### src/rtl/mdu_pkg.sv
// rtl/mdu_pkg.sv - shared op codes, state encoding and constants for the RV32M unit
package mdu_pkg;
  localparam logic [2:0] MDU_MUL    = 3'b000;
  localparam logic [2:0] MDU_MULH   = 3'b001;
  localparam logic [2:0] MDU_MULHSU = 3'b010;
  localparam logic [2:0] MDU_MULHU  = 3'b011;
  localparam logic [2:0] MDU_DIV    = 3'b100;
  localparam logic [2:0] MDU_DIVU   = 3'b101;
  localparam logic [2:0] MDU_REM    = 3'b110;
  localparam logic [2:0] MDU_REMU   = 3'b111;

  typedef enum logic [1:0] {
    ST_IDLE = 2'd0,
    ST_CALC = 2'd1,
    ST_FIN  = 2'd2
  } mdu_state_e;

  localparam logic [31:0] XLEN_MIN = 32'h8000_0000;
  localparam logic [31:0] ALL_ONES = 32'hFFFF_FFFF;
endpackage

### src/rtl/mdu_iterative_if.sv
// rtl/mdu_iterative_if.sv - request/writeback bundle between core and multiply/divide unit
interface mdu_iterative_if #(
  parameter int XLEN = 32
);
  logic            start;
  logic            flush;
  logic [2:0]      funct3;
  logic [XLEN-1:0] op_a;
  logic [XLEN-1:0] op_b;
  logic [4:0]      rd_in;
  logic            busy;
  logic            done;
  logic [XLEN-1:0] data;
  logic [4:0]      rd;
  logic            enable;

  modport master (
    output start, flush, funct3, op_a, op_b, rd_in,
    input  busy, done, data, rd, enable
  );

  modport slave (
    input  start, flush, funct3, op_a, op_b, rd_in,
    output busy, done, data, rd, enable
  );
endinterface

### src/rtl/mdu_signfix.sv
// rtl/mdu_signfix.sv - conditional two's-complement negate (magnitude or sign restore)
module mdu_signfix #(
  parameter int W = 32
) (
  input  logic [W-1:0] val,
  input  logic         neg,
  output logic [W-1:0] res
);
  assign res = neg ? (~val + W'(1)) : val;
endmodule

### src/rtl/mdu_iterative.sv
// rtl/mdu_iterative.sv - iterative RV32M mul/div unit; MDU_EARLY_OUT_EN selects zero/overflow fast paths
module mdu_iterative
  import mdu_pkg::*;
#(
  parameter int XLEN  = 32,
  parameter int CNT_W = 6
) (
  input logic             clk,
  input logic             rst,
  mdu_iterative_if.slave  bus
);
  mdu_state_e state_q, state_d;

  logic [CNT_W-1:0] cnt_q;
  logic [2:0]       f3_q;
  logic [4:0]       rd_cap_q;
  logic [XLEN-1:0]  a_q, b_q, hi_q, lo_q;
  logic             qneg_q, rneg_q;
  logic             done_q;
  logic [XLEN-1:0]  data_q;
  logic [4:0]       rd_q;

  logic            is_div, a_signed, b_signed, sa, sb, b_zero, early, accept;
  logic [XLEN-1:0] mag_a, mag_b;

  assign is_div   = bus.funct3[2];
  assign a_signed = (bus.funct3 == MDU_MULH) || (bus.funct3 == MDU_MULHSU) ||
                    (bus.funct3 == MDU_DIV)  || (bus.funct3 == MDU_REM);
  assign b_signed = (bus.funct3 == MDU_MULH) || (bus.funct3 == MDU_DIV) ||
                    (bus.funct3 == MDU_REM);
  assign sa       = a_signed & bus.op_a[XLEN-1];
  assign sb       = b_signed & bus.op_b[XLEN-1];
  assign b_zero   = (bus.op_b == '0);
  assign accept   = (state_q == ST_IDLE) && bus.start && !bus.flush;

  mdu_signfix #(.W(XLEN)) u_mag_a (.val(bus.op_a), .neg(sa), .res(mag_a));
  mdu_signfix #(.W(XLEN)) u_mag_b (.val(bus.op_b), .neg(sb), .res(mag_b));

`ifdef MDU_EARLY_OUT_EN
  logic ovf, a_zero;
  assign a_zero = (bus.op_a == '0);
  assign ovf    = is_div && !bus.funct3[0] && (bus.op_a == XLEN_MIN) && (bus.op_b == ALL_ONES);
  assign early  = is_div ? (b_zero || ovf) : (a_zero || b_zero);
`else
  assign early  = 1'b0;
`endif

  always_comb begin
    state_d = state_q;
    if (bus.flush) begin
      state_d = ST_IDLE;
    end else begin
      case (state_q)
        ST_IDLE: if (bus.start) state_d = early ? ST_FIN : ST_CALC;
        ST_CALC: if (cnt_q == CNT_W'(XLEN-1)) state_d = ST_FIN;
        ST_FIN:  state_d = ST_IDLE;
        default: state_d = ST_IDLE;
      endcase
    end
  end

  // One iteration step: shift-add for multiply, restoring shift-subtract for divide
  logic [XLEN:0]   mul_sum, rem_sh;
  logic            rem_ge;
  logic [XLEN-1:0] rem_sub;

  assign mul_sum = {1'b0, hi_q} + (lo_q[0] ? {1'b0, a_q} : '0);
  assign rem_sh  = {hi_q, lo_q[XLEN-1]};
  assign rem_ge  = rem_sh >= {1'b0, b_q};
  assign rem_sub = rem_sh[XLEN-1:0] - b_q;

  logic [2*XLEN-1:0] prod_fix;
  logic [XLEN-1:0]   quo_fix, rem_fix, result;

  mdu_signfix #(.W(2*XLEN)) u_fix_p (.val({hi_q, lo_q}), .neg(qneg_q), .res(prod_fix));
  mdu_signfix #(.W(XLEN))   u_fix_q (.val(lo_q), .neg(qneg_q), .res(quo_fix));
  mdu_signfix #(.W(XLEN))   u_fix_r (.val(hi_q), .neg(rneg_q), .res(rem_fix));

  always_comb begin
    result = quo_fix;
    if (!f3_q[2]) result = (f3_q == MDU_MUL) ? prod_fix[XLEN-1:0] : prod_fix[2*XLEN-1:XLEN];
    else if (f3_q[1]) result = rem_fix;
  end

  always_ff @(posedge clk) begin
    if (!rst) begin
      state_q  <= ST_IDLE;
      cnt_q    <= '0;
      f3_q     <= '0;
      rd_cap_q <= '0;
      a_q      <= '0;
      b_q      <= '0;
      hi_q     <= '0;
      lo_q     <= '0;
      qneg_q   <= 1'b0;
      rneg_q   <= 1'b0;
      done_q   <= 1'b0;
      data_q   <= '0;
      rd_q     <= '0;
    end else begin
      state_q <= state_d;
      done_q  <= 1'b0;
      case (state_q)
        ST_IDLE: if (accept) begin
          f3_q     <= bus.funct3;
          rd_cap_q <= bus.rd_in;
          a_q      <= mag_a;
          b_q      <= mag_b;
          cnt_q    <= '0;
          hi_q     <= '0;
          lo_q     <= is_div ? mag_a : mag_b;
          // A zero divisor keeps the all-ones quotient positive
          qneg_q   <= (sa ^ sb) & !(is_div && b_zero);
          rneg_q   <= sa;
`ifdef MDU_EARLY_OUT_EN
          if (early) begin
            if (is_div && b_zero) begin
              lo_q <= ALL_ONES;
              hi_q <= mag_a;
            end else if (is_div) begin
              lo_q <= XLEN_MIN;
            end else begin
              lo_q <= '0;
            end
          end
`endif
        end
        ST_CALC: begin
          cnt_q <= cnt_q + CNT_W'(1);
          if (f3_q[2]) begin
            hi_q <= rem_ge ? rem_sub : rem_sh[XLEN-1:0];
            lo_q <= {lo_q[XLEN-2:0], rem_ge};
          end else begin
            hi_q <= mul_sum[XLEN:1];
            lo_q <= {mul_sum[0], lo_q[XLEN-1:1]};
          end
        end
        ST_FIN: if (!bus.flush) begin
          data_q <= result;
          rd_q   <= rd_cap_q;
          done_q <= 1'b1;
        end
        default: ;
      endcase
    end
  end

  assign bus.busy   = (state_q != ST_IDLE);
  assign bus.done   = done_q;
  assign bus.data   = data_q;
  assign bus.rd     = rd_q;
  assign bus.enable = done_q && (rd_q != 5'd0);
endmodule

### src/flat_wrapper.sv
// flat-port wrapper written by rule: the top's interface ports become plain ports
module mdu_iterative_flat import mdu_pkg::*;
#(
  parameter int XLEN  = 32,
  parameter int CNT_W = 6
)
  (clk, rst, bus_start, bus_flush, bus_funct3, bus_op_a, bus_op_b, bus_rd_in, bus_busy, bus_done, bus_data, bus_rd, bus_enable);
  mdu_iterative_if #(.XLEN(XLEN)) bus_i ();
  input logic clk;
  input logic rst;
  input wire logic [$bits(bus_i.start)-1:0] bus_start;
  input wire logic [$bits(bus_i.flush)-1:0] bus_flush;
  input wire logic [$bits(bus_i.funct3)-1:0] bus_funct3;
  input wire logic [$bits(bus_i.op_a)-1:0] bus_op_a;
  input wire logic [$bits(bus_i.op_b)-1:0] bus_op_b;
  input wire logic [$bits(bus_i.rd_in)-1:0] bus_rd_in;
  output wire logic [$bits(bus_i.busy)-1:0] bus_busy;
  output wire logic [$bits(bus_i.done)-1:0] bus_done;
  output wire logic [$bits(bus_i.data)-1:0] bus_data;
  output wire logic [$bits(bus_i.rd)-1:0] bus_rd;
  output wire logic [$bits(bus_i.enable)-1:0] bus_enable;
  assign bus_i.start = bus_start;
  assign bus_i.flush = bus_flush;
  assign bus_i.funct3 = bus_funct3;
  assign bus_i.op_a = bus_op_a;
  assign bus_i.op_b = bus_op_b;
  assign bus_i.rd_in = bus_rd_in;
  assign bus_busy = bus_i.busy;
  assign bus_done = bus_i.done;
  assign bus_data = bus_i.data;
  assign bus_rd = bus_i.rd;
  assign bus_enable = bus_i.enable;
  mdu_iterative #(.XLEN(XLEN), .CNT_W(CNT_W)) u_core (.clk(clk), .rst(rst), .bus(bus_i));
endmodule
### config.mk
export PLATFORM = sky130hd
export DESIGN_NAME = mdu_iterative_flat
export DESIGN_NICKNAME = d
export VERILOG_FILES = /design/src/rtl/mdu_pkg.sv /design/src/rtl/mdu_iterative_if.sv /design/src/rtl/mdu_signfix.sv /design/src/rtl/mdu_iterative.sv /design/src/flat_wrapper.sv
export SDC_FILE = /design/constraint.sdc
export NUM_CORES = 1
export LEC_CHECK = 0
export ABC_AREA = 0
export CAP_MARGIN = 20
export CORE_AREA = 2 2 199 201
export DETAILED_ROUTE_END_ITERATION = 10
export DIE_AREA = 0 0 201 203
export DONT_BUFFER_PORTS = 1
export PLACE_DENSITY = 0.53
export SLEW_MARGIN = 20
export SYNTH_ARGS = -nofsm -noshare
export SYNTH_HDL_FRONTEND = slang
export SYNTH_SLANG_ARGS = --single-unit
### constraint.sdc
create_clock -name clk -period 4.25 [get_ports clk]
set_clock_uncertainty 0.15 [all_clocks]
set_input_delay 0.425 -clock clk [delete_from_list [all_inputs] [get_ports clk]]
set_output_delay 0.425 -clock clk [all_outputs]
set_load 0.02 [all_outputs]
==> key figures <==
Timing
  • Minimum hold slack: 0.02464 ns
  • RSZ-0062 raised after global routing: false
  • Final Critical Period: 3.703 ns
  • Relative slew slack: 0.2460
  • TNS Setup: 0 ns
  • Final setup margin: 0.5475 ns
  • Worst-Margin Slew: 1.131 ns
  • Final max-slew violation count: 0
  • F_max: 270.1 MHz
  • Setup violations, final: 0
  • Period Utilization, post-route: 0.8712
  • Hold Vio Cnt, Final: 0

Logic synthesis
  • Synth Warn #: 0
  • Mapped Area: 15300 sq um
  • Synth Register Bits: 184
  • Post-synthesis mux area share: 0.03386
  • Seq/Total Area, Yosys: 0.2408
  • Post-synth top area cell: dfxtp_1
  • Adder-cell share of the synthesized area: 0.05905
  • Post-synth ARST share: 0
  • Distinct cell type count of the synthesized netlist: 77
  • Ys flop type: dfxtp_1
  • Xor/xnor share of the synthesized area: 0.1076
  • Compound-Gate Fraction of Synth Area: 0.2896
  • Synth Area in Simple Gates: 0.2133
  • Top-area cell type share of the netlist area: 0.2408
  • Gate Count Post-Synth: 2102
  • Synth Area per Inst: 7.277 sq um
  • Largest family of logic cells by synthesized area: compound AO/OA/AOI/OAI gates
  • Syn_nets: 2249
  • Synth top area cells: dfxtp_1 (24%), xnor2_1 (6.2%), ha_1 (5.6%), a21oi_1 (5.6%), nand2_1 (5.6%)
  • Number of flops mapped to enable cells by yosys: 0

Clock network
  • H-Tree Depth: 4
  • CTS tree: built
  • Clock sink count: 184
  • Clock Tree Root: clkbuf_16
  • Clk buf depth: 2
  • TritonCTS buffer count: 17
  • CTS clk-pin slew, worst paths: 0.07 ns
  • Worst skew pair latency: 0.47 ns

Power
  • Int Power: 2962 uW
  • NetSw: 1658 uW
  • Worst VDD drop: 302.1 uV
  • Portion of total power attributed to the clock network: 0.333
  • Tot Pwr: 4621 uW
  • Switch share: 0.3589
  • Pleak: 0.006164 uW
  • Sequential share of power: 0.411
  • PwrDens: 281.3 nW/um^2
  • Comb power frac: 0.256

Route
  • DR pass1 iterations: 7
  • WL per Instance: 23.71 microns
  • Initial drt markers: 1601
  • Via count: 15.53k
  • DRC viols: 0
  • Post-DRT Antenna Nets: 0
  • Vias per cell: 6.072
  • Total Wirelength: 60.62 mm

Layout
  • Post-layout net count: 2175
  • Most frequent cells in the layout: nand2_1 (227), nor2_1 (207), dfxtp_1 (182), a21oi_1 (172), o21ai_0 (151)
  • Commonest non-fill, non-tap cell in the layout: nand2_1
  • Sequential Area: 3686 sq um
  • Antenna cells: 0
  • Final Util: 0.4270
  • Footprint of the multi-input gates: 10790 sq um
  • Synthesis-to-layout area growth: 7.386%
  • Share of cells above drive strength 1: 0.05542
  • Fillers: 4089

Die
  • Die Span Y: 203 microns
  • Core Box Area: 38470 sq um
  • # rows: 72
  • Initial core utilization: 0.3977
  • DIE AREA: 40800 sq um
  • Horiz. Die Dim: 201 microns
  • I/O pins: 116

Setup path
  • Worst Path Arrival: 3.89 ns
  • CP peak stage delay: 0.57 ns
  • Crit path buf inv count: 0
  • Crit path max-delay cell type: or4_4
  • Crit path top cell by count: or3_4
  • Worst Path Max Fanout: 12
  • CP Launch Type: register
  • Cells along the critical path: or4_4 -> or3_4 -> or4b_4 -> or3_4 -> or2_4 -> o41ai_4 -> xnor2_1 -> a221oi_2 -> o21ai_1
  • Critical Path RT: 4.43 ns
  • Worst Path Class, Setup: reg -> reg
  • Worst setup EP type: register
  • CP delay by family, top: simple AND/OR/NAND/NOR gates

Min path
  • Hold crit path type: in -> reg

Global route
  • Overall routing resource usage: 0.2917
  • Initial antenna violation count: 0
  • Pin count of the biggest net entering global routing: 93
  • Vias in the first global route: 14.32k
  • Grt total ovfl: 0
  • First-pass GRT wire length: 89.69 mm

Placed design
  • GPL Wtd Cong: 0.9833
  • Number of port buffers: 0
  • DPL Wire Length: 46.80 mm
  • DP Worst Slack: 0.5880 ns

Job
  • MaxCap Viol Count: 0

Outcome
  • Status: finished, final reports clean
cell type report:
class / count / share of cell area
clock buffer: 18 / 0.02613
clock inverter: 12 / 0.006017
inverter: 70 / 0.01615
multi-input combinational: 1694 / 0.6568
sequential: 184 / 0.2244
tap: 518 / 0.03945
timing repair buffer: 61 / 0.03108
sequential cells by signal, summed over array words and instances (netlist names), 3 cells and up:
name	cells
u_core.hi_q	32
u_core.bus.rd	5
u_core.lo_q	32
u_core.f3_q	3
u_core.rd_cap_q	5
u_core.b_q	32
u_core.a_q	32
u_core.cnt_q	6
u_core.bus.data	32
stage by stage:
stage | std cells | cell area [sq um]
2_1_floorplan | 2102 | 15300
3_3_place_gp | 2516 | 15790
3_5_place_dp | 2516 | 15790
4_1_cts | 2557 | 16430
5_1_grt | 2557 | 16430
6_report | 2557 | 16430
timing repair:
action / 4_1_cts / 5_1_grt
hold endpoints to repair: 29 / 0
resized for setup: 0 / 0
hold buffers: 11 / 0
buffers inserted: 0 / 0
final timing paths:
| path | end | slack (ns) | start | depth (start not counted) |
|---|---|---|---|---|
| setup / recovery | u_core.bus.data[30] | 0.55 | u_core.lo_q[24] | 9 |
| hold / removal | u_core.lo_q[26] | 0.02 | rst | 2 |
| setup reg to reg | u_core.bus.data[30] | 0.55 | u_core.lo_q[24] | 9 |
| hold reg to reg | u_core.a_q[0] | 0.31 | u_core.a_q[0] | 2 |
kinds of logic (layout without fill, tap and decap cells):
logic type      after synthesis  after routing
xor+xnor                    188            188
compound gates              684            684
buf+inv                     224            161
fa+ha+maj                    71             71
simple gates                700            700
mux                          51             51
flops                       184            184
power by group through the flow:
stage	registers [uW]	logic, uW	clock network (uW)
after global placement	1930	1140	0
final	1900	1180	1540
after floorplan	1880	839	0
after global routing	1910	1280	1630
after CTS	1900	1160	1570
after detailed placement	1940	1150	0
per-layer routing:
layer / global-route usage / vias up / part of all wire
met1: 0.3996 / 7336 / 0.46
met4: 0.1204 / 0 / 0.039
li1: - / 7476 / -
met5: 0 / - / 0
met2: 0.4456 / 620 / 0.43
met3: 0.05955 / 95 / 0.071
synth_stat cells (15+ instances only):
| master | count |
|---|---|
| a31oi_1 | 24 |
| clkbuf_1 | 135 |
| or3_1 | 25 |
| xnor2_1 | 108 |
| nor3_1 | 36 |
| o31ai_1 | 34 |
| buf_1 | 15 |
| nand2_1 | 227 |
| and2_1 | 38 |
| nor2_1 | 210 |
| nand3_1 | 47 |
| inv_1 | 65 |
| ha_1 | 69 |
| nand4_1 | 15 |
| a21o_1 | 25 |
| nand2b_1 | 18 |
| o21ai_0 | 151 |
| dfxtp_1 | 184 |
| o41ai_1 | 16 |
| a21oi_1 | 172 |
| a211oi_1 | 111 |
| or4_1 | 16 |
| mux2i_1 | 45 |
| nor4_1 | 16 |
| xor2_1 | 80 |
| a22oi_1 | 20 |
| o211ai_1 | 28 |
| a221oi_1 | 17 |
Power figures use the tool's default switching activity.
